**src/rtl/cfg_loader.sv**
```systemverilog
// -----------------------------------------------------------------------------
// cfg_loader
//
// Configuration sequencer for the fabric. Bitstream words arrive on a
// valid/ready stream and are shifted LSB first into the serial config chain of
// one selected tile. Once the tile has received CHAIN_LEN bits, that tile's
// latch strobe is pulsed for one cycle.
//
// Ports:
//   clk        single clock
//   rst        synchronous, active-high reset
//   start      begin loading a tile (only looked at while idle)
//   abort      cancel the load in progress
//   tile_idx   target tile, captured together with start
//   s_data     bitstream word, shifted out LSB first
//   s_valid    s_data valid
//   s_ready    loader accepts a word this cycle
//   cfg_bit    serial config data, shared by every tile
//   cfg_en     one-hot per-tile shift enable
//   cfg_latch  one-hot per-tile single-cycle latch strobe
//   busy       load in progress
//   done       single-cycle pulse when a tile load completes
//   err        single-cycle pulse after a start with an out-of-range tile_idx
// -----------------------------------------------------------------------------
module cfg_loader #(
  parameter  int NUM_TILES = 14,
  parameter  int CHAIN_LEN = 64,
  parameter  int WORD_W    = 32,
  localparam int TW        = (NUM_TILES > 1) ? $clog2(NUM_TILES) : 1
) (
  input  logic                 clk,
  input  logic                 rst,
  input  logic                 start,
  input  logic                 abort,
  input  logic [TW-1:0]        tile_idx,
  input  logic [WORD_W-1:0]    s_data,
  input  logic                 s_valid,
  output logic                 s_ready,
  output logic                 cfg_bit,
  output logic [NUM_TILES-1:0] cfg_en,
  output logic [NUM_TILES-1:0] cfg_latch,
  output logic                 busy,
  output logic                 done,
  output logic                 err
);

  localparam int WORDS = CHAIN_LEN / WORD_W;
  localparam int BW    = (WORD_W > 1) ? $clog2(WORD_W) : 1;
  localparam int CW    = (WORDS > 1) ? $clog2(WORDS) : 1;

  typedef enum logic [1:0] {
    IDLE  = 2'd0,
    FETCH = 2'd1,
    SHIFT = 2'd2,
    LATCH = 2'd3
  } state_t;

  state_t              state_r;
  state_t              state_nxt_s;
  logic [WORD_W-1:0]   sr_r;
  logic [BW-1:0]       bit_cnt_r;
  logic [CW-1:0]       word_cnt_r;
  logic [TW-1:0]       tile_r;
  logic                err_r;

  logic                idx_ok_s;
  logic                last_bit_s;
  logic                last_word_s;
  logic                accept_s;
  logic [NUM_TILES-1:0] tile_oh_s;

  // One-hot decode of a tile number onto the per-tile strobe bus.
  function automatic logic [NUM_TILES-1:0] tile_onehot(input logic [TW-1:0] idx);
    logic [NUM_TILES-1:0] oh;
    oh = {NUM_TILES{1'b0}};
    for (int i = 0; i < NUM_TILES; i++) begin
      if (idx == TW'(i)) begin
        oh[i] = 1'b1;
      end else begin
        oh[i] = 1'b0;
      end
    end
    return oh;
  endfunction

  // Status decodes shared by the next-state logic and the datapath.
  always_comb begin
    // Compare with one extra bit so NUM_TILES itself is representable.
    idx_ok_s    = ({1'b0, tile_idx} < (TW+1)'(NUM_TILES));
    last_bit_s  = (bit_cnt_r == BW'(WORD_W - 1));
    last_word_s = (word_cnt_r == CW'(WORDS - 1));
    // A word is taken only in FETCH and never in a cycle that aborts or resets.
    accept_s    = (state_r == FETCH) && s_valid && !abort && !rst;
    tile_oh_s   = tile_onehot(tile_r);
  end

  // State register.
  always_ff @(posedge clk) begin
    if (rst) begin
      state_r <= IDLE;
    end else begin
      state_r <= state_nxt_s;
    end
  end

  // Next-state logic. Abort is honoured in every busy state except LATCH,
  // which leaves on its own after one cycle anyway.
  always_comb begin
    state_nxt_s = state_r;
    case (state_r)
      IDLE: begin
        if (start && idx_ok_s) begin
          state_nxt_s = FETCH;
        end else begin
          state_nxt_s = IDLE;
        end
      end
      FETCH: begin
        if (abort) begin
          state_nxt_s = IDLE;
        end else if (s_valid) begin
          state_nxt_s = SHIFT;
        end else begin
          state_nxt_s = FETCH;
        end
      end
      SHIFT: begin
        if (abort) begin
          state_nxt_s = IDLE;
        end else if (last_bit_s && last_word_s) begin
          state_nxt_s = LATCH;
        end else if (last_bit_s) begin
          state_nxt_s = FETCH;
        end else begin
          state_nxt_s = SHIFT;
        end
      end
      LATCH: begin
        state_nxt_s = IDLE;
      end
      default: begin
        state_nxt_s = IDLE;
      end
    endcase
  end

  // Datapath: shift register, bit/word counters, captured tile and err flag.
  always_ff @(posedge clk) begin
    if (rst) begin
      sr_r       <= {WORD_W{1'b0}};
      bit_cnt_r  <= {BW{1'b0}};
      word_cnt_r <= {CW{1'b0}};
      tile_r     <= {TW{1'b0}};
      err_r      <= 1'b0;
    end else begin
      err_r <= (state_r == IDLE) && start && !idx_ok_s;
      case (state_r)
        IDLE: begin
          // tile_idx is captured only here, so a start while busy is ignored.
          if (start && idx_ok_s) begin
            tile_r     <= tile_idx;
            word_cnt_r <= {CW{1'b0}};
          end else begin
            tile_r     <= tile_r;
            word_cnt_r <= word_cnt_r;
          end
        end
        FETCH: begin
          if (accept_s) begin
            sr_r      <= s_data;
            bit_cnt_r <= {BW{1'b0}};
          end else begin
            sr_r      <= sr_r;
            bit_cnt_r <= bit_cnt_r;
          end
        end
        SHIFT: begin
          sr_r <= {1'b0, sr_r[WORD_W-1:1]};
          // Counters stop at their terminal values instead of wrapping.
          if (!last_bit_s) begin
            bit_cnt_r <= bit_cnt_r + BW'(1);
          end else if (!last_word_s && !abort) begin
            word_cnt_r <= word_cnt_r + CW'(1);
          end else begin
            bit_cnt_r  <= bit_cnt_r;
            word_cnt_r <= word_cnt_r;
          end
        end
        LATCH: begin
          sr_r <= sr_r;
        end
        default: begin
          sr_r <= sr_r;
        end
      endcase
    end
  end

  // Output decode from registered state; s_ready alone also sees abort/rst so
  // that a word offered in a cancelling cycle is visibly refused.
  always_comb begin
    busy      = (state_r != IDLE);
    done      = (state_r == LATCH);
    err       = err_r;
    s_ready   = (state_r == FETCH) && !abort && !rst;
    if (state_r == SHIFT) begin
      cfg_bit = sr_r[0];
      cfg_en  = tile_oh_s;
    end else begin
      cfg_bit = 1'b0;
      cfg_en  = {NUM_TILES{1'b0}};
    end
    if (state_r == LATCH) begin
      cfg_latch = tile_oh_s;
    end else begin
      cfg_latch = {NUM_TILES{1'b0}};
    end
  end

endmodule

```
**config.mk**
```make
export PLATFORM = sky130hd
export DESIGN_NAME = cfg_loader
export DESIGN_NICKNAME = d
export VERILOG_FILES = /design/src/rtl/cfg_loader.sv
export SDC_FILE = /design/constraint.sdc
export NUM_CORES = 1
export LEC_CHECK = 0
export ABC_AREA = 0
export CAP_MARGIN = 25
export CORE_MARGIN = 8
export CORE_UTILIZATION = 51
export DETAILED_ROUTE_END_ITERATION = 8
export HOLD_SLACK_MARGIN = 0.03
export MAX_ROUTING_LAYER = met4
export PLACE_DENSITY = 0.85
export SYNTH_ARGS = -nofsm -noshare
export SYNTH_HDL_FRONTEND = slang
export SYNTH_SLANG_ARGS = --single-unit
export TNS_END_PERCENT = 20
```
**constraint.sdc**
```tcl
create_clock -name clk -period 4.3 [get_ports clk]
set_clock_uncertainty 0.05 [all_clocks]
set_input_delay 0.86 -clock clk [delete_from_list [all_inputs] [get_ports clk]]
set_output_delay 0.86 -clock clk [all_outputs]
set_load 0.01 [all_outputs]
```
==> impl_metrics.env <==
export IMPL_drive_gt1_frac=0.0727
export IMPL_ioPinCount=74
export IMPL_dp_hpwl_um=4220
export IMPL_cts_sinks=45
export IMPL_worst_path_most_repeated_cell="clkdlybuf4s50_1"
export IMPL_synth_seq_area_share=0.361
export IMPL_switching_share=0.262
export IMPL_tightest_slew_ps=989
export IMPL_hold_viol=0
export IMPL_cts_resized=0
export IMPL_cp_arrival_ps=2470
export IMPL_io_buffers=73
export IMPL_antenna_found_initial=0
export IMPL_setup_ws_ps=921
export IMPL_cp_slowest_cell="clkdlybuf4s50_1"
export IMPL_r2r_start="state_r[1]$_SDFF_PP0_"
export IMPL_critPathLaunch="abort"
export IMPL_worst_endpoint_required_ps=3390
export IMPL_p_total_mw=0.855
export IMPL_p_switching_mw=0.224
export IMPL_placedCellCount=389
export IMPL_multi_input_area_mm2=0.00142
export IMPL_routedWlPerCell_um=15.5
export IMPL_synth_area_mm2=0.00250
export IMPL_area_delta_synth_final_pct=30.3
export IMPL_postPlaceCellArea_mm2=0.00316
export IMPL_vias=2296
export IMPL_grt_first_pass_wirelength_um=10000
export IMPL_clockBufferDepth=2
export IMPL_report_final_setup_viol=0
export IMPL_maxCapViolCount=0
export IMPL_p_int_mw=0.631
export IMPL_critPathKind="in -> out"
export IMPL_async_reset_ff_frac=0
export IMPL_fin_util=0.689
export IMPL_rsz0062_at_grt="no"
export IMPL_grt_max_degree=69
export IMPL_end_kind="primary output"
export IMPL_min_from="last_word_s$_SDFFE_PP0P_"
export IMPL_worst_path_largest_cell_delay_ps=630
export IMPL_dp_slack_ps=933
export IMPL_clkPwrFrac=0.325
export IMPL_yosysUniqueCellTypes=37
export IMPL_synth_most_common_cell="a211oi_1"
export IMPL_fin_hold_ws_ps=457
export IMPL_cts_tree="done"
export IMPL_grt_usage=0.166
export IMPL_htreeDepth=2
export IMPL_nFillCells=397
export IMPL_synth_warnings=0
export IMPL_synthTopCellsByArea="dfxtp_1, a211oi_1, mux2i_1, nor2_1, buf_6"
export IMPL_fin_crit_sh=0.786
export IMPL_die_h_um=86.0
export IMPL_root_buffer="clkbuf_8"
export IMPL_maxSlewViolCount=0
export IMPL_r2r_end="sr_r[17]$_SDFFE_PP0P_"
export IMPL_synthesis_nets=320
export IMPL_avgViaCountPerCell=5.78
export IMPL_p_seq_frac=0.526
export IMPL_ir_drop_mv=0.151
export IMPL_ys_flop_type="dfxtp_1"
export IMPL_timing_fmax_mhz=296
export IMPL_path_clk_slew_ps=80
export IMPL_fin_area_mm2=0.00326
export IMPL_slew_limit_headroom=0.341
export IMPL_fin_crit_ps=3380
export IMPL_wirelength_um=6170
export IMPL_ys_ff_latch=45
export IMPL_combPwrFrac=0.149
export IMPL_post_cts_setup_buffers=0
export IMPL_drtPass1Iterations=4
export IMPL_synth_edf_count=0
export IMPL_fin_tns_setup_ps=0
export IMPL_hold_end="last_word_s$_SDFFE_PP0P_"
export IMPL_crit_fanout=12
export IMPL_seq_area_um2=901
export IMPL_cts_buffers=5
export IMPL_drtIter0Drc=137
export IMPL_status="completed"
export IMPL_diodes=0
export IMPL_hold_depth=2
export IMPL_avgSynthCellArea_um2=9.02
export IMPL_rows=25
export IMPL_r2r_slack_ps=1980
export IMPL_cp_cell_sequence="clkdlybuf4s50_1 > nor4b_1 > clkdlybuf4s50_1"
export IMPL_fin_cells=397
export IMPL_cts_hold_buffers_added=0
export IMPL_initial_core_util=0.529
export IMPL_leakagePower_nw=0.992
export IMPL_min_path_type="reg -> reg"
export IMPL_clk_latency_ps=300
export IMPL_start_kind="input port"
export IMPL_die_area_mm2=0.00740
export IMPL_dieWidth_um=86.0
export IMPL_synthDominantCellAreaShare=0.361
export IMPL_globalRouteOverflowTotal=0
export IMPL_grt_pass1_vias=2166
export IMPL_syn_inst=277
export IMPL_drc=0
export IMPL_synth_top_cell_by_area="dfxtp_1"
export IMPL_ys_top_cells_by_count="a211oi_1, dfxtp_1, mux2i_1, nor2_1, clkbuf_1"
export IMPL_core_mm2=0.00472
export IMPL_final_net_count=372
export IMPL_pwr_density_cell_mw_per_mm2=263
export IMPL_reg2regPathDepth=5
export IMPL_gp_congestion=0.808
export IMPL_postRouteAntennaNets=0
-- sequential cells by signal, indices dropped and copies added, names as in the netlist --
register,count
sr_r,32
last_word_s,1
bit_cnt_r,5
err,1
tile_r,4
state_r,2
-- worst max-delay path by stage --
stage / cells past startpoint / slack, ps / to
floorplan: 3 / 1750 / s_ready
global placement: 3 / 940 / s_ready
detailed placement: 3 / 930 / s_ready
CTS: 3 / 930 / s_ready
global route: 3 / 840 / s_ready
finish: 3 / 920 / s_ready
-- per-layer routing --
metal / vias to the layer above / GRT usage / part of all wire
li1: 1155 / - / -
met1: 1082 / 0.195 / 0.47
met2: 49 / 0.269 / 0.48
met3: 10 / 0.0353 / 0.037
met4: 0 / 0.0717 / 0.015
met5: - / - / 0
-- critical path, delay by kind of cell --
family,cells,cell delay [ps]
AND/OR/NAND/NOR,1,360
buffers and inverters,2,1240
-- power groups by stage --
stage / registers (mW) / clock network (mW) / logic, mW
3_5_place_dp: 0.459 / 0 / 0.127
4_1_cts: 0.449 / 0.284 / 0.127
6_report: 0.449 / 0.278 / 0.127
3_3_place_gp: 0.458 / 0 / 0.125
5_1_grt: 0.452 / 0.301 / 0.139
2_1_floorplan: 0.449 / 0 / 0.0840
-- cells in the final DEF (no fill, tap or decap), types with 2 or more instances in the layout --
cell / n
a211oi_1: 59
a211oi_2: 4
a21o_1: 2
a21oi_1: 9
a31oi_1: 2
and3_1: 2
buf_4: 4
clkbuf_8: 6
clkdlybuf4s50_1: 72
dfxtp_1: 45
ha_1: 2
mux2i_1: 31
nand2_1: 6
nand2b_1: 4
nand3_1: 7
nand3b_1: 7
nand4bb_1: 2
nor2_1: 25
nor3_1: 11
o21ai_0: 4
o311ai_0: 4
or3b_1: 2
or3b_2: 3
-- cell type report --
type | instances | share of cell area
timing repair buffer | 77 | 0.232
sequential | 45 | 0.277
tap | 67 | 0.0257
inverter | 1 | 0.00115
clock inverter | 2 | 0.00423
multi-input combinational | 199 | 0.435
clock buffer | 6 | 0.0254
-- kinds of logic (layout without fill, tap and decap cells) --
kind of cell | after synthesis | after routing | synth area share
compound gates | 86 | 86 | 0.255
fa+ha+maj | 2 | 2 | 0.0100
buf+inv | 33 | 86 | 0.0746
flops | 45 | 45 | 0.361
mux | 31 | 31 | 0.124
simple gates | 80 | 80 | 0.176
Note: power is estimated with default switching activity, not from simulation.
